**src/rtl/pc_sequencer.sv**
```systemverilog
// Fetch/execute sequencer for the MIPS-32 core: owns the PC, handshakes with
// instruction memory and selects the next PC from branch, jump and JR targets.
module pc_sequencer #(
    parameter int unsigned           WIDTH_PC     = 32,
    parameter logic [WIDTH_PC-1:0]   RESET_VECTOR = '0,
    parameter int unsigned           CNT_W        = 16
) (
    input  logic                i_clk,
    input  logic                i_rst_n,
    input  logic                i_start,
    output logic                o_imem_req,
    input  logic                i_imem_ack,
    input  logic [31:0]         i_imem_rdata,
    output logic [WIDTH_PC-1:0] o_pc,
    output logic [31:0]         o_instr,
    output logic                o_instr_valid,
    input  logic                i_branch,
    input  logic                i_zero,
    input  logic                i_jump_sel,
    input  logic                i_jr_sel,
    input  logic [WIDTH_PC-1:0] i_jr_addr,
    input  logic                i_halt,
    output logic [1:0]          o_pc_src,
    output logic                o_halted,
    output logic                o_misalign,
    output logic [CNT_W-1:0]    o_redirect_cnt
);

    localparam int unsigned SRC_W = 2;

    localparam logic [SRC_W-1:0] SRC_SEQ    = 2'd0;
    localparam logic [SRC_W-1:0] SRC_BRANCH = 2'd1;
    localparam logic [SRC_W-1:0] SRC_JUMP   = 2'd2;
    localparam logic [SRC_W-1:0] SRC_JR     = 2'd3;

    typedef enum logic [1:0] {
        IDLE  = 2'd0,
        FETCH = 2'd1,
        EXEC  = 2'd2,
        HALT  = 2'd3
    } state_t;

    state_t              state;
    state_t              state_nxt;
    logic [WIDTH_PC-1:0] pc_nxt;
    logic [WIDTH_PC-1:0] pc4;
    logic [WIDTH_PC-1:0] br_target;
    logic [WIDTH_PC-1:0] j_target;
    logic [WIDTH_PC-1:0] jr_target;

    // Candidate targets, all wrapping modulo 2^WIDTH_PC
    always_comb begin
        pc4       = o_pc + WIDTH_PC'(4);
        br_target = pc4 + {{(WIDTH_PC-18){o_instr[15]}}, o_instr[15:0], 2'b00};
        j_target  = {pc4[WIDTH_PC-1:28], o_instr[25:0], 2'b00};
        jr_target = {i_jr_addr[WIDTH_PC-1:2], 2'b00};
    end

    always_ff @(posedge i_clk) begin
        if (!i_rst_n) begin
            state <= IDLE;
        end else begin
            state <= state_nxt;
        end
    end

    // Next state and next-PC selection; priority halt > JR > jump > taken branch
    always_comb begin
        state_nxt = state;
        o_pc_src  = SRC_SEQ;
        pc_nxt    = o_pc;
        case (state)
            IDLE: begin
                if (i_start) begin
                    state_nxt = FETCH;
                end
            end
            FETCH: begin
                if (i_imem_ack) begin
                    state_nxt = EXEC;
                end
            end
            EXEC: begin
                if (i_halt) begin
                    state_nxt = HALT;
                end else begin
                    state_nxt = FETCH;
                    if (i_jr_sel) begin
                        o_pc_src = SRC_JR;
                        pc_nxt   = jr_target;
                    end else if (i_jump_sel) begin
                        o_pc_src = SRC_JUMP;
                        pc_nxt   = j_target;
                    end else if (i_branch && i_zero) begin
                        o_pc_src = SRC_BRANCH;
                        pc_nxt   = br_target;
                    end else begin
                        pc_nxt   = pc4;
                    end
                end
            end
            HALT: begin
                state_nxt = HALT;
            end
            default: begin
                state_nxt = IDLE;
            end
        endcase
    end

    // Datapath registers; status outputs are registered from the next state
    always_ff @(posedge i_clk) begin
        if (!i_rst_n) begin
            o_pc           <= RESET_VECTOR;
            o_instr        <= '0;
            o_imem_req     <= 1'b0;
            o_instr_valid  <= 1'b0;
            o_halted       <= 1'b0;
            o_misalign     <= 1'b0;
            o_redirect_cnt <= '0;
        end else begin
            o_pc          <= pc_nxt;
            o_imem_req    <= (state_nxt == FETCH);
            o_instr_valid <= (state_nxt == EXEC);
            o_halted      <= (state_nxt == HALT);
            if (state == FETCH && i_imem_ack) begin
                o_instr <= i_imem_rdata;
            end
            if (o_pc_src == SRC_JR && i_jr_addr[1:0] != 2'b00) begin
                o_misalign <= 1'b1;
            end
            if (o_pc_src != SRC_SEQ && o_redirect_cnt != {CNT_W{1'b1}}) begin
                o_redirect_cnt <= o_redirect_cnt + CNT_W'(1);
            end
        end
    end

endmodule

```
**config.mk**
```make
export PLATFORM = sky130hd
export DESIGN_NAME = pc_sequencer
export DESIGN_NICKNAME = d
export VERILOG_FILES = /design/src/rtl/pc_sequencer.sv
export SDC_FILE = /design/constraint.sdc
export NUM_CORES = 1
export LEC_CHECK = 0
export CAP_MARGIN = 20
export CORE_MARGIN = 8
export CORE_UTILIZATION = 54
export CTS_CLUSTER_SIZE = 40
export DETAILED_ROUTE_END_ITERATION = 10
export GPL_TIMING_DRIVEN = 0
export PLACE_DENSITY = 0.89
export SKIP_CTS_REPAIR_TIMING = 1
export SLEW_MARGIN = 20
export SYNTH_ARGS = -nofsm -noshare
export SYNTH_HDL_FRONTEND = slang
export SYNTH_SLANG_ARGS = --single-unit
```
**constraint.sdc**
```tcl
create_clock -name i_clk -period 8.8 [get_ports i_clk]
set_input_delay 0.88 -clock i_clk [delete_from_list [all_inputs] [get_ports i_clk]]
set_output_delay 0.88 -clock i_clk [all_outputs]
set_load 0.01 [all_outputs]
```
==> key figures, run 1 <==
Critical path
  – Reg-to-Reg End: o_pc[31]
  – Crit Reg-Reg Startpoint: o_pc[4]
  – Arrival time worst endpoint: 3.14 ns
  – R2R depth: 15
  – Critical Path Fanout Max: 10
  – Crit end category: primary output
  – Cell with the largest stage delay on the worst path: clkbuf_1
  – CP peak stage delay: 0.64 ns
  – Critical path, cell by cell: clkdlybuf4s50_1, nor2_1, nand2_1, clkbuf_1, clkbuf_1, nor2_1, clkdlybuf4s50_1
  – WP data required: 7.92 ns
  – CP delay by family, top: buffers and inverters
  – Kind of critical path: in -> out
  – Critical Path End: o_pc_src[1]
  – Worst path depth: 7
  – Critical path origin: i_halt
  – Worst Setup Start Kind: primary input
  – Worst reg2reg setup slack: approximately 4.8 ns
  – Worst Path Buf+Inv: 4

Min path
  – Min-delay worst type: reg -> reg

Logic synthesis
  – Top_reg_cell synth: dfxtp_1
  – Netlist cell types: 65
  – Post-synthesis sequential area ratio: 26.6%
  – Post-Synth Simple-Gate Area: between 20% and 30%
  – Mapped Area: 6320 um^2
  – Synth top area share: 26.6%
  – EDFF count, synth: 0
  – Largest family of logic cells by synthesized area: compound AO/OA/AOI/OAI gates
  – Synth area leader: dfxtp_1
  – Mux cell area share after synthesis: less than 1%
  – Avg Cell Area, Syn: between 7 and 8 um^2
  – Ys async rst share: 0%
  – Post-Synth Adder-Cell Area: 7.84%
  – Compound-Gate Fraction of Synth Area: 28.0%
  – Most frequent cell after synthesis: nand2_1
  – Post-synth top cells: nand2_1 (155), dfxtp_1 (84), a21oi_1 (66)
  – Synth Instances: between 800 and 900
  – #FFs+latches synth: 84
  – Largest cells by area after synthesis: dfxtp_1 (27%), nand2_1 (9.2%), ha_1 (7.5%), xnor2_1 (6.2%), a21oi_1 (5.2%)
  – Synth warn: 0
  – Xor/xnor share of the synthesized area: 8.87%

GRT
  – Largest net degree at the start of global routing: 25
  – First-pass GRT wire length: 37.0 mm
  – Gr usage total: 31.4%
  – Vias in the first global route: about 6700
  – GRT overflow: 0
  – Initial antenna violation count: 1

Clock tree
  – CTS tree: built
  – CTS max path bufs: 2
  – Clock Latency Late Sink: ~0.36 ns
  – Num CTS Buffers: 9
  – CTS HTree Levels: 3
  – # clock sinks: between 80 and 90
  – Reg clk slew, reported paths: 0.06 ns
  – Root cell of the clock tree: clkbuf_16

Power
  – PwrDens: between 100 and 150 nW/um^2
  – Tot Pwr: approximately 960 uW
  – Maximum vdd drop: ~0.13 mV
  – LEAKAGE: about 3.3 nW

Finish
  – Nets: between 1000 and 1500
  – Share of layout cells above drive strength 1: under 10%
  – P&R area growth vs syn: 31.6%
  – Diode count: 0
  – Final Util: approximately 73%
  – Design Area, Final: approximately 8300 um^2

Timing
  – Final setup fails: 0
  – Least-Margin Pin Slew: 1.08 ns
  – Min Tclk post-route: 4.02 ns
  – Worst Hold Slack: approximately 0.47 ns
  – Clk_skew: around 0.012 ns
  – Achievable Freq: approximately 250 MHz
  – Slew HR: 27.6%
  – Tcrit/Tclk final: between 40% and 50%
  – Hold Fails Final Rpt: 0
  – TNS Setup: 0 ns
  – Max Slew Vio Count: 0
  – RSZ-0062 raised after global routing: false

Routing
  – DRT Pass-1 Iters: 5
  – Iteration-0 DRC Markers: 845
  – Via count: 7334
  – Number of vias per cell: 6.32
  – DRC violations left: 0
  – Drt total wl: 24.4 mm
  – Drt wl/cell: 21.0 um
  – Antenna viol nets, final: 0

Place
  – Final RePlAce weighted congestion: about 1.0
  – Detailed Place HPWL: 18.8 mm
  – Port Buf Inserts: 154
  – Placed cell areas: 8040 um^2

Die
  – Die height: 124 um
  – Core area: between 10000 and 15000 um^2
  – DIE AREA: 15400 um^2
  – Die Width: 124 um
  – Effective utilization at floorplan: 55.3%
  – Top Ports: 159
  – Row cnt: 39

Flow run
  – Max-Cap Viols: 0

Status
  – Status: finished clean
## where the power goes
part           leakage (nW)  switching, mW  internal [mW]
clock                 0.133          0.170          0.192
combinational          2.44          0.101         0.0880
sequential            0.681         0.0186          0.393
total                  3.25          0.290          0.673
## worst min path at each step
| stage | from | end | slack (ns) | depth (start not counted) |
|---|---|---|---|---|
| 2_1_floorplan | state[1] | o_imem_req | 0.47 | 1 |
| 3_3_place_gp | o_misalign | o_misalign | 0.45 | 1 |
| 3_5_place_dp | o_instr[31] | o_instr[31] | 0.46 | 2 |
| 4_1_cts | o_instr[31] | o_instr[31] | 0.47 | 2 |
| 5_1_grt | o_instr[27] | o_instr[27] | 0.50 | 2 |
| 6_report | o_instr[31] | o_instr[31] | 0.47 | 2 |
## state kept, by name, indices dropped and copies added, names as in the netlist
| register | flops |
|---|---|
| o_misalign | 1 |
| o_halted | 1 |
| o_instr_valid | 1 |
| o_pc | 30 |
| o_redirect_cnt | 16 |
| o_imem_req | 1 |
| state | 2 |
| o_instr | 32 |
## area by class of cell
| type | count | area [um^2] |
|---|---|---|
| Timing Repair Buffer | 154 | 1540 |
| Clock inverter | 6 | 40.0 |
| Buffer | 47 | 190 |
| Clock buffer | 10 | 229 |
| Inverter | 15 | 56.3 |
| Fill cell | 946 | 3110 |
| Multi-Input combinational cell | 702 | 4390 |
| Sequential cell | 84 | 1680 |
| Tap cell | 143 | 179 |
## through the flow
stage          cells  setup slack (ns)
6_report        1161              4.78
5_1_grt         1161              4.58
4_1_cts         1161              4.87
3_5_place_dp    1145              4.87
3_3_place_gp    1145              4.88
2_1_floorplan    848              5.58
## cell usage in the layout, fill, tap and decap left out, types with 17 or more instances in the layout
master	instances
a21boi_0	37
a21oi_1	66
and2_1	17
clkbuf_1	39
clkdlybuf4s50_1	154
dfxtp_1	84
ha_1	38
nand2_1	155
nand3_1	37
nand4_1	17
nor2_1	51
o21a_1	20
o21ai_0	45
xnor2_1	45
xor2_1	19
## per-layer routing
| metal | vias to the layer above | GRT usage [%] | routed length (um) |
|---|---|---|---|
| li1 | 3386 | - | - |
| met1 | 3372 | 39.1 | 9800 |
| met2 | 490 | 48.7 | 10600 |
| met3 | 84 | 10.5 | 3030 |
| met4 | 2 | 13.5 | 941 |
| met5 | - | 0 | 10 |
## cell families (layout without fill, tap and decap cells)
kind of cell             Yosys count  after routing
AND/OR/NAND/NOR                  329            329
AO/OA/AOI/OAI                    265            265
flip-flops                        84             84
XOR/XNOR                          64             64
buffers and inverters             62            232
adder cells (fa/ha/maj)           39             39
multiplexers                       3              3
other                              1              2
## tightest hold or removal path: stages (launching register included)
cell,delay (ns)
dfxtp_1,0.31
nand2_1,0.05
a21boi_0,0.06
(Power assumes the default switching activity.)
==> run 2, diff against run 1 <==
Settings changed: CORE_UTILIZATION 54 to 46, PLACE_DENSITY 0.89 to 0.81.
Clock period 8.8 ns to 3.5 ns, I/O delays scaled along.
==> run 2 against run 1 <==
  * The run now ends with setup timing left
  * Die area increased by 15%
  * Setup slack got worse by 4.8 ns
  * Wire length increased by 3.7%
  * Sequential share of layout area decreased by 1.1 points
  * Hold slack got worse by 0.0021 ns
  * Count of clock-buffer cells in the layout decreased by 1
  * Cell area increased by 7.7%
  * Non-clock buffer count increased by 20
  * First-iteration DRC count increased by 9.7%
  * Highest routed layer is now met4
  * Clock power increased to 2.8 times the previous value
  * Utilization decreased by 7.3 points
==> key figures, run 2 (same netlist as run 1, synthesis figures left out) <==
Routing
  – Drt wl/cell: 20.8 um (was 21.0 um)
  – Iteration-0 DRC Markers: 927 (was 845)
  – DRT Pass-1 Iters: 6 (was 5)
  – Antenna viol nets, final: 0 (unchanged)
  – DRC violations left: 0 (unchanged)
  – Drt total wl: 25.3 mm (was 24.4 mm)
  – Number of vias per cell: 6.12 (was 6.32)
  – Via count: 7456 (was 7334)

Power
  – Sw frac: 29.8% (was 30.2%)
  – LEAKAGE: 3.48 nW (was 3.25 nW)
  – Gate power share: 19.6% (was 19.7%)
  – Switch Pwr: 759 uW (was 290 uW)
  – Tot Pwr: 2.55 mW (was 963 uW)
  – Maximum vdd drop: 0.300 mV (was 0.126 mV)
  – Seq pwr share: 40.7% (was 42.7%)
  – Cell Int Power: 1.79 mW (was 673 uW)
  – PwrDens: 285 nW/um^2 (was 116 nW/um^2)
  – Clock share of power: 39.7% (was 37.6%)

GRT
  – Largest net degree at the start of global routing: 25 (unchanged)
  – GRT overflow: 0 (unchanged)
  – Met2 Usage GRT: 41.0% (was 48.7%)
  – Initial antenna violation count: 1 (unchanged)
  – Vias in the first global route: 6912 (was 6747)
  – First-pass GRT wire length: 37.9 mm (was 37.0 mm)
  – Global route hottest layer: met2 (unchanged)
  – Met1 usage: 33.5% (was 39.1%)
  – Met3 usage in global routing: 8.55% (was 10.5%)
  – Gr usage total: 26.6% (was 31.4%)

Critical path
  – R2R depth: 13 (was 15)
  – Crit Reg-Reg Startpoint: o_pc[2] (was o_pc[4])
  – Critical path origin: o_pc[2] (was i_halt)
  – Critical Path Fanout Max: 8 (was 10)
  – Worst Setup Start Kind: flip-flop (was primary input)
  – Critical path, cell by cell: ha_1, and3_1, nand2_1, xnor2_1, ha_2, nand2_1, nor2_2, nand4_1, a31oi_4, nand4_1, o31ai_2, xnor2_1, a21oi_1 (was clkdlybuf4s50_1, nor2_1, nand2_1, clkbuf_1, clkbuf_1, nor2_1, clkdlybuf4s50_1)
  – Cell with the largest stage delay on the worst path: ha_2 (was clkbuf_1)
  – Worst path depth: 13 (was 7)
  – Kind of critical path: reg -> reg (was in -> out)
  – Arrival time worst endpoint: 3.76 ns (was 3.14 ns)
  – CP delay by family, top: simple AND/OR/NAND/NOR gates (was buffers and inverters)
  – Crit end category: flip-flop (was primary output)
  – Critical Path End: o_pc[31] (was o_pc_src[1])
  – CP peak stage delay: 0.45 ns (was 0.64 ns)
  – WP data required: 3.73 ns (was 7.92 ns)
  – Worst reg2reg setup slack: -0.04 ns (was 4.80 ns)
  – Worst Path Buf+Inv: 0 (was 4)
  – Reg-to-Reg End: o_pc[31] (unchanged)

Timing
  – Least-Margin Pin Slew: 0.774 ns (was 1.08 ns)
  – Clk_skew: 0.00951 ns (was 0.0123 ns)
  – Final setup fails: 1 (was 0)
  – Hold Fails Final Rpt: 0 (unchanged)
  – Min Tclk post-route: 3.54 ns
  – Worst Hold Slack: 0.464 ns (was 0.466 ns)
  – Achievable Freq: 283 MHz
  – Slew HR: 48.4% (was 27.6%)
  – Tcrit/Tclk final: 101%
  – Max Slew Vio Count: 0 (unchanged)
  – Setup WS post-layout: -0.0353 ns (was 4.78 ns)
  – RSZ-0062 raised after global routing: true (was false)

Die
  – DIE AREA: 17700 um^2 (was 15400 um^2)
  – Core area: 13700 um^2 (was 11400 um^2)
  – Die Width: 133 um (was 124 um)
  – Top Ports: 159 (unchanged)
  – Row cnt: 43 (was 39)
  – Die height: 133 um (was 124 um)
  – Effective utilization at floorplan: 46.2% (was 55.3%)

Finish
  – Regs by FF count: o_instr (32), o_pc (30), o_redirect_cnt (16) (unchanged)
  – Final Util: 65.5% (was 72.8%)
  – Max reg flops: 32 (unchanged)
  – Nets: 1145 (was 1125)
  – Share of layout cells above drive strength 1: 11.8% (was 3.24%)
  – Design Area, Final: 8950 um^2 (was 8310 um^2)
  – Commonest cells after routing, fill and taps aside: nand2_1 (154), clkdlybuf4s50_1 (154), dfxtp_1 (68) (was nand2_1 (155), clkdlybuf4s50_1 (154), dfxtp_1 (84))
  – P&R area growth vs syn: 41.7% (was 31.6%)
  – Reg with most FFs: o_instr (unchanged)

Status
  – Failing checks: setup timing
  – Status: finished, violations left (was finished clean)

Place
  – Port Buf Inserts: 154 (unchanged)
  – Detailed Place HPWL: 18.7 mm (was 18.8 mm)
  – Final RePlAce weighted congestion: 1.02 (was 1.01)
  – Placed cell areas: 8090 um^2 (was 8040 um^2)
  – DP Worst Slack: -0.277 ns (was 4.87 ns)

Clock tree
  – CTS max path bufs: 2 (unchanged)
  – Num CTS Buffers: 9 (unchanged)
  – Clock Latency Late Sink: 0.35 ns (was 0.36 ns)
  – Reg clk slew, reported paths: 0.06 ns (about the same)
  – Root cell of the clock tree: clkbuf_16 (unchanged)
  – CTS HTree Levels: 3 (unchanged)
  – CTS tree: built (unchanged)
  – # clock sinks: 84 (unchanged)

Flow run
  – Max-Cap Viols: 0 (unchanged)

Min path
  – Beginning of the worst hold path: o_instr[31] (unchanged)
  – Min-delay worst type: reg -> reg (unchanged)
-- run 2: cell types whose count changed in the layout (fill, tap and decap cells not counted), sizes merged --
cell	before	now
clkbuf	48	43
bufinv	0	1
clkinvlp	1	0
inv	15	17
buf	9	33
diode	0	1
clkinv	5	4
-- run 2: worst min path at each step --
| stage | endpoint | slack (ns) | cells past startpoint |
|---|---|---|---|
| after floorplan | o_imem_req | 0.47 | 1 |
| after global placement | o_instr[31] | 0.45 | 2 |
| after detailed placement | o_instr[31] | 0.46 | 2 |
| after CTS | o_pc[28] | 0.46 | 4 |
| after global routing | o_instr[26] | 0.48 | 2 |
| final | o_instr[31] | 0.46 | 2 |
-- run 2: stage by stage --
step           setup TNS, ns  cells
2_1_floorplan              0    848
3_3_place_gp           -1.45   1182
3_5_place_dp           -1.58   1182
4_1_cts                -1.77   1198
5_1_grt               -0.720   1218
6_report             -0.0353   1219
-- run 2: power by group through the flow --
stage | Sequential [mW] | Combinational (mW) | Clock [mW]
CTS | 1.03 | 0.466 | 1.02
global placement | 1.05 | 0.461 | 0
detailed placement | 1.06 | 0.462 | 0
finish | 1.04 | 0.500 | 1.01
floorplan | 1.05 | 0.223 | 0
global route | 1.04 | 0.535 | 1.06
-- run 2: layer usage --
layer	share of wire, %	vias up
met5	0	-
met4	3.8	0
met3	13	106
met2	44	525
met1	38	3397
li1	-	3428
-- run 2: area by class of cell --
class                      count  area, um^2
buffer                        43         175
clock inverter                 7        83.8
inverter                      15        56.3
multi-input combinational    702        4740
fill                        1158        4720
sequential                    84        1710
antenna                        1        2.50
clock buffer                   9         225
tap                          180         225
timing repair buffer         178        1730
-- run 2: worst min-delay path, stage by stage, from the launching register on --
cell and delay, ns:
dfxtp_1 0.31, nand2_1 0.04, a21boi_0 0.06
